### src/rtl/ec_prod_sum_seq.sv
// Batch scheduler for the ec_prod_sum datapath: gates each NUM_PRODS-long
// accumulate/truncate/clear frame on operand availability and result space.
module ec_prod_sum_seq #(
  parameter int NUM_PRODS = 16,
  parameter int USED_W    = 9,
  parameter int BATCH_W   = 8
) (
  input  logic               f_clk,
  input  logic               clr,
  input  logic               start,
  input  logic [BATCH_W-1:0] num_batches,
  input  logic [USED_W-1:0]  data_A_rd_used,
  input  logic [USED_W-1:0]  data_B_rd_used,
  input  logic               result_wr_full,
  output logic               data_in_rd_req,
  output logic               trunc_ena,
  output logic               clear_ena,
  output logic               busy,
  output logic               done,
  output logic [BATCH_W-1:0] batch_cnt,
  output logic [7:0]         frame_cyc
);

  typedef enum logic [1:0] {S_IDLE, S_WAIT, S_RUN, S_DONE} state_t;

  localparam logic [USED_W-1:0] NP_U = USED_W'(NUM_PRODS);
  localparam logic [7:0]        NP8  = 8'(NUM_PRODS);

  state_t             state_q, state_d;
  logic [7:0]         cyc_q, cyc_d;
  logic [BATCH_W-1:0] nb_q, nb_d, batch_d;
  logic               ready, run_d;

  // Frame entry condition, examined only when a new frame could begin
  assign ready = (data_A_rd_used >= NP_U) && (data_B_rd_used >= NP_U) && !result_wr_full;

  always_comb begin
    state_d = state_q;
    cyc_d   = '0;
    batch_d = batch_cnt;
    nb_d    = nb_q;
    case (state_q)
      S_IDLE: if (start) begin
        nb_d    = num_batches;
        batch_d = '0;
        state_d = (num_batches == '0) ? S_DONE : S_WAIT;
      end
      S_WAIT: if (ready) state_d = S_RUN;
      S_RUN: begin
        if (cyc_q == NP8) begin
          batch_d = batch_cnt + 1'b1;
          if (batch_d == nb_q) state_d = S_DONE;
          else if (!ready)     state_d = S_WAIT;
        end else begin
          cyc_d = cyc_q + 8'd1;
        end
      end
      S_DONE:  state_d = S_IDLE;
      default: state_d = S_IDLE;
    endcase
  end

  assign run_d = (state_d == S_RUN);

  // Outputs are decoded from the next state so they are all registered
  always_ff @(posedge f_clk) begin
    if (clr) begin
      state_q        <= S_IDLE;
      cyc_q          <= '0;
      nb_q           <= '0;
      batch_cnt      <= '0;
      data_in_rd_req <= 1'b0;
      trunc_ena      <= 1'b0;
      clear_ena      <= 1'b1;
      busy           <= 1'b0;
      done           <= 1'b0;
      frame_cyc      <= '0;
    end else begin
      state_q        <= state_d;
      cyc_q          <= cyc_d;
      nb_q           <= nb_d;
      batch_cnt      <= batch_d;
      data_in_rd_req <= run_d && (cyc_d < NP8);
      trunc_ena      <= run_d && (cyc_d >= 8'd2) && (cyc_d <= NP8 - 8'd4);
      clear_ena      <= (state_d == S_IDLE) || (state_d == S_DONE) ||
                        (run_d && (cyc_d == NP8 - 8'd1));
      busy           <= (state_d != S_IDLE);
      done           <= (state_d == S_DONE);
      frame_cyc      <= cyc_d;
    end
  end

endmodule

### config.mk
export PLATFORM = sky130hd
export DESIGN_NAME = ec_prod_sum_seq
export DESIGN_NICKNAME = d
export VERILOG_FILES = /design/src/rtl/ec_prod_sum_seq.sv
export SDC_FILE = /design/constraint.sdc
export NUM_CORES = 1
export LEC_CHECK = 0
export ABC_AREA = 1
export BUFFER_PORTS_ARGS = -buffer_cell sky130_fd_sc_hd__buf_4
export CAP_MARGIN = 5
export CORE_ASPECT_RATIO = 1.1
export CORE_MARGIN = 8
export CORE_UTILIZATION = 55
export CTS_CLUSTER_DIAMETER = 200
export DETAILED_ROUTE_END_ITERATION = 7
export PLACE_DENSITY = 0.84
export SYNTH_ARGS = -nofsm -noshare
export SYNTH_HDL_FRONTEND = slang
export SYNTH_SLANG_ARGS = --single-unit
### constraint.sdc
create_clock -name f_clk -period 4.99 [get_ports f_clk]
set_input_delay 0.998 -clock f_clk [delete_from_list [all_inputs] [get_ports f_clk]]
set_output_delay 0.998 -clock f_clk [all_outputs]
set_load 0.05 [all_outputs]
Word-level counts from Yosys, hierarchy flattened
Cells that the tools add are included.
W data, S select, Z words.

word-level totals
  RAM bits = 0
  ROM bits = 0
  input port bits = 30
  output and inout bits = 21
  logic and storage cells = 54
  flip-flop bits (word level) = 31
  memories = 0
  bits in latches = 0

operators by class
  bitwise operators = 0
  shift operators = 0
  equality and inequality tests = 10
  divide/modulo/power cells = 0
  multiply operators = 0
  add/subtract/negate cells = 2
  muxes and demuxes = 12
  reduce and logical (&&, ||, !) cells = 16
  order comparisons = 5

operator list
  cell                   number
  $mux W8                4
  $ge A9 B5 Y1 const B   2
  $add A8 B1 Y8 const B  2
  $pmux W8 S2            1
  $mux W2                6
  $eq A2 B2 Y1 const B   4
  $eq A8 B4 Y1 const B   1
  $eq A8 B5 Y1 const B   1
  $eq A8 B8 Y1           1
  $ge A8 B2 Y1 const B   1
  $le A8 B4 Y1 const B   1
  $logic_not A8 Y1       1
  $lt A8 B5 Y1 const B   1
  $pmux W2 S4            1
  $logic_and A1 B1 Y1    6
  $logic_not A2 Y1       2
  $ne A2 B2 Y1 const B   2
  $reduce_bool A2 Y1     2
  $reduce_and A3 Y1      1
  $eq A2 B1 Y1 const B   1
  $logic_or A1 B1 Y1     2
  $reduce_and A2 Y1      1
  $logic_not A1 Y1       1

Longest topological paths before layout
  depth in word-level cells = 10
  depth in mapped cells = 19
  mapped depth without buffers = 19

Least setup slack after synthesis
No wires, ideal clock.

  path kind = register to register
  start = register batch_cnt[0]
  end = register trunc_ena
  path buffers = 0
  data arrival time = 2.238 ns
  library setup time = 0.116 ns
  stages on the path, launching flop included = 17
  path slack = 2.636 ns
  path through = dfxtp_1 > ha_1 > nand3_2 > o21bai_2 > and2_1 > nor2_1 > nor2_1 > nand3_2 > nand2_1 > nand2_2 > nand2_2 > inv_2 > ha_1 > nand3_2 > inv_2 > nand2_1 > nor2_2

between the ends
  cells in the longest elaborated chain, start to end = 8

ends and longest elaborated chain
  what                              RTL line  RTL
  start, declared                   20        output logic [BATCH_W-1:0] batch_cnt,
  start signal, assigned            82        batch_cnt <= batch_d;
  $add A8 B1 Y8                     51        batch_d = batch_cnt + 1'b1;
  $eq A8 B8 Y1                      52        if (batch_d == nb_q) state_d = S_DONE;
  $mux W2                           52
  $mux W2                           50        if (cyc_q == NP8) begin
  $pmux W2 S4                       42        case (state_q)
  net state_d[0]                    29        state_t state_q, state_d;
  $eq A2 B2 Y1                      63        assign run_d = (state_d == S_RUN);
  $logic_and A1 B1 Y1 (2 in a row)  84        trunc_ena <= run_d && (cyc_d >= 8'd2) && (cyc_d <= NP8 - 8'd4);
  end signal, assigned              84
  end, declared                     16        output logic trunc_ena,

The timed path passes the listed nets, and every way through them passes these cells.
A chain may end at the register's enable or synchronous reset.

Worst setup path in the final report
  start = input port start
  end = register trunc_ena

between the ends
  cells in the longest elaborated chain, start to end = 5

ends and longest elaborated chain
  what                              RTL line  RTL
  start, declared                   10        input logic start,
  $mux W2                           43        S_IDLE: if (start) begin
  $pmux W2 S4                       42
  net state_d[1]                    29
  $eq A2 B2 Y1                      63
  $logic_and A1 B1 Y1 (2 in a row)  84

The timed path passes the listed nets, and every way through them passes these cells.

==> results.yml <==
logic_synthesis:
  synthSimpleGateAreaFrac_pct: 36.9
  synth_cells: 252
  synth_xor_area_share_pct: 1.47
  synthFlopType: "dfxtp_1"
  synthAdderAreaFrac_pct: 4.20
  synth_edf_count: 0
  synthDominantCellAreaShare_pct: 34.7
  syn_area_per_cell_sq_um: 7.10
  yosysSeqAreaShare_pct: 34.7
  syn-num-nets: 288
  synth_compound_area_share_pct: 13.0
  synth_top_family_by_area: "simple AND/OR/NAND/NOR gates"
  ys_warn_count: 0
  muxShareOfSynthArea_pct: 0
  synth_cell_type_count: 30
  ys_top_cells_by_area: "dfxtp_1 35%, nand2_1 9.0%, nor2_1 6.7%, inv_1 6.1%, nand3_1 5.6%"
  synth.cell_area_sq_um: 1790
  synth_top_area_cell: "dfxtp_1"
  ys_async_sr_fraction_pct: 0
  yosys_register_bits: 31
floorplan:
  die_h_microns: 75.8
  io_pins: 51
  rows: 21
  die_area_sq_um: 5330
  initial_utilization_pct: 58.2
  core-area_sq_um: 3070
  die_x_microns: 70.4
worst_setup_path:
  end_kind: "flip-flop"
  critPathSlowestCell: "nand2_1"
  rrSetupSlack_ns: 2.82
  crit_top_cell: "nand2_1"
  timing.rr.start: "batch_cnt[0]"
  crit_path_max_incr_delay_ns: 0.38
  worstSetupStartpoint: "start"
  path_delay_family: "simple AND/OR/NAND/NOR gates"
  worstPathArrival_ns: 2.51
  required_ns: 5.22
  startpoint_type: "input port"
  worstSetupPathType: "in -> reg"
  worst-path-buf-inv: 2
  crit_path_max_fanout: 17
  crit_chain: "buf_4 > nand2_1 > nor2_1 > a31oi_1 > nand2_2 > ha_1 > nand3_2 > inv_2 > nand2_1 > nor2_2"
  r2r_cells: 19
  reg2reg_to: "trunc_ena"
power:
  ir_drop_uv: 263
  power_frac_seq_pct: 45.3
  switchingPower_mw: 0.181
  swShare_pct: 29.9
  power.share.combinational_pct: 19.9
  p_int_mw: 0.423
  p_leak_nw: 0.973
  power_frac_clock_pct: 34.8
  finalPower_mw: 0.604
  powerDensity_nw_per_um2: 275
finish:
  layout-drive-gt1-share_pct: 30.4
  final_cells: 330
  n_antenna_cell: 0
  num-nets-final: 331
  area_growth_syn_to_layout_pct: 22.7
placement:
  dpl.hpwl_microns: 3230
  numPortBuffers: 42
  globalplace.congestion: 0.840
  dp.cells: 322
clock_network:
  cts_buffers: 5
  cts_resized: 0
  clock_path_buffers: 2
  post_cts_buffers: 0
  clock_sinks: 31
  cts_root_buf: "clkbuf_4"
  htreeDepth: 2
  cts_tree: "yes"
  cts_hold_buf: 0
  clkTransAtPathRegs_ns: 0.11
  clk_latency_ns: 0.34
hold_path:
  hold_class: "reg -> reg"
  min_from: "nb_q[7]"
  hold_depth: 2
  hold-path-endpoint: "nb_q[7]"
routing:
  dr_total_vias: 1704
  drtPass1Iterations: 4
  wl_per_cell_microns: 12.6
  wl_microns: 4150
  drt_iter0_markers: 68
  drc: 0
  via_per_inst: 5.16
  postRouteAntennaNets: 0
sta:
  setup_tns_ns: 0
  drv_slew: 0
  finalCritPeriodShare_pct: 45.6
  finClkSkew_ns: 0.0108
  hold_violations: 0
  grt_setup_unrepaired: "no"
  period_minus_slack_ns: 2.28
  relSlewSlack_pct: 49.4
  tightest_slew_ns: 0.759
  setup_viol: 0
  fmax_mhz: 439
global_route:
  grt_pass1_vias: 1690
  grt_max_degree: 21
  antenna_found_initial: 0
  grt_pass1_wl_microns: 7140
  overflow: 0
  grt.total_usage_pct: 16.6
run:
  max_cap_violations: 0
outcome:
  status: "complete, no violations"
worst register-to-register path: stages, from the launching register on:
cell,delay (ns)
dfxtp_1,0.37
ha_1,0.33
inv_1,0.05
nand2_1,0.05
nand2_1,0.04
nor2_1,0.11
nand2_1,0.07
nor2_2,0.08
nand3_1,0.09
nor2_2,0.10
nand3_2,0.08
nand2_1,0.08
nand2_2,0.06
nand2_2,0.11
inv_2,0.04
ha_1,0.21
nand3_2,0.08
inv_2,0.04
nand2_1,0.07
nor2_2,0.04
layout make-up:
cell class	count	area, sq um
multi-input combinational	179	995
timing repair buffer	42	315
sequential	31	621
clock inverter	2	35.0
fill	273	880
clock buffer	6	51.3
inverter	36	135
tap	34	42.5
through the flow:
stage | hold slack, ns | area [sq um] | setup WS (ns) | util (%)
floorplan | 0.444 | 1790 | 2.64 | -
global placement | 0.455 | 2110 | 2.41 | 68.6
detailed placement | 0.463 | 2110 | 2.39 | 68.6
CTS | 0.478 | 2190 | 2.73 | 71.4
global route | 0.512 | 2190 | 2.54 | 71.4
finish | 0.479 | 2190 | 2.71 | 71.4
state kept, by name, summed over array words and instances (netlist names):
name and count:
trunc_ena 1, batch_cnt 8, state_q 2, clear_ena 1, busy 1, data_in_rd_req 1
cyc_q 8, done 1, nb_q 8
per-layer routing:
metal,routed length (microns),global-route usage [%],up-vias
met4,61,7.37,0
met2,2140,30.2,39
met1,1740,17.4,763
met3,208,5.08,7
li1,-,-,895
met5,0,0,-
how the worst max path moves through the flow:
stage,cells past startpoint,to,slack [ns]
2_1_floorplan,16,trunc_ena,2.64
4_1_cts,11,trunc_ena,2.73
3_3_place_gp,10,trunc_ena,2.41
5_1_grt,11,trunc_ena,2.54
6_report,10,trunc_ena,2.71
3_5_place_dp,11,trunc_ena,2.39
power by group through the flow:
stage               logic (mW)  clock network (mW)  registers, mW
finish                   0.120               0.210          0.273
global route             0.134               0.222          0.275
CTS                      0.121               0.213          0.273
detailed placement       0.120                   0          0.279
global placement         0.119                   0          0.278
floorplan               0.0628                   0          0.302
cells in the mapped netlist, types with 3 or more instances:
| cell type | number |
|---|---|
| inv_2 | 7 |
| nor2_2 | 8 |
| nor3_1 | 5 |
| nand2_2 | 9 |
| nor2_1 | 32 |
| inv_1 | 29 |
| nand3_1 | 20 |
| a21oi_1 | 13 |
| o21ai_0 | 10 |
| a211oi_1 | 3 |
| nand3_2 | 5 |
| a31oi_1 | 4 |
| ha_1 | 6 |
| dfxtp_1 | 31 |
| nand2_1 | 43 |
| nand4_1 | 3 |
| nor2_4 | 3 |
| clkbuf_1 | 4 |
cells in the final DEF, fill, tap and decap left out, drive strengths merged, types with 5 or more instances in the layout:
| master | synthesis | layout |
|---|---|---|
| clkbuf | 4 | 6 |
| a211oi | 5 | 5 |
| nor2 | 43 | 43 |
| o21ai | 11 | 11 |
| buf | 2 | 42 |
| dfxtp | 31 | 31 |
| inv | 36 | 36 |
| nand2 | 53 | 53 |
| nor3 | 5 | 5 |
| a21oi | 15 | 15 |
| nand3 | 25 | 25 |
| ha | 6 | 6 |
logic make-up after synthesis:
kind of cell | Yosys count
buffers and inverters | 42
AOI/OAI and AO/OA | 36
DFF | 31
adders and majority gates | 6
xor gates and xnor gates | 3
and+or+nand+nor | 134
(Power assumes the default switching activity.)
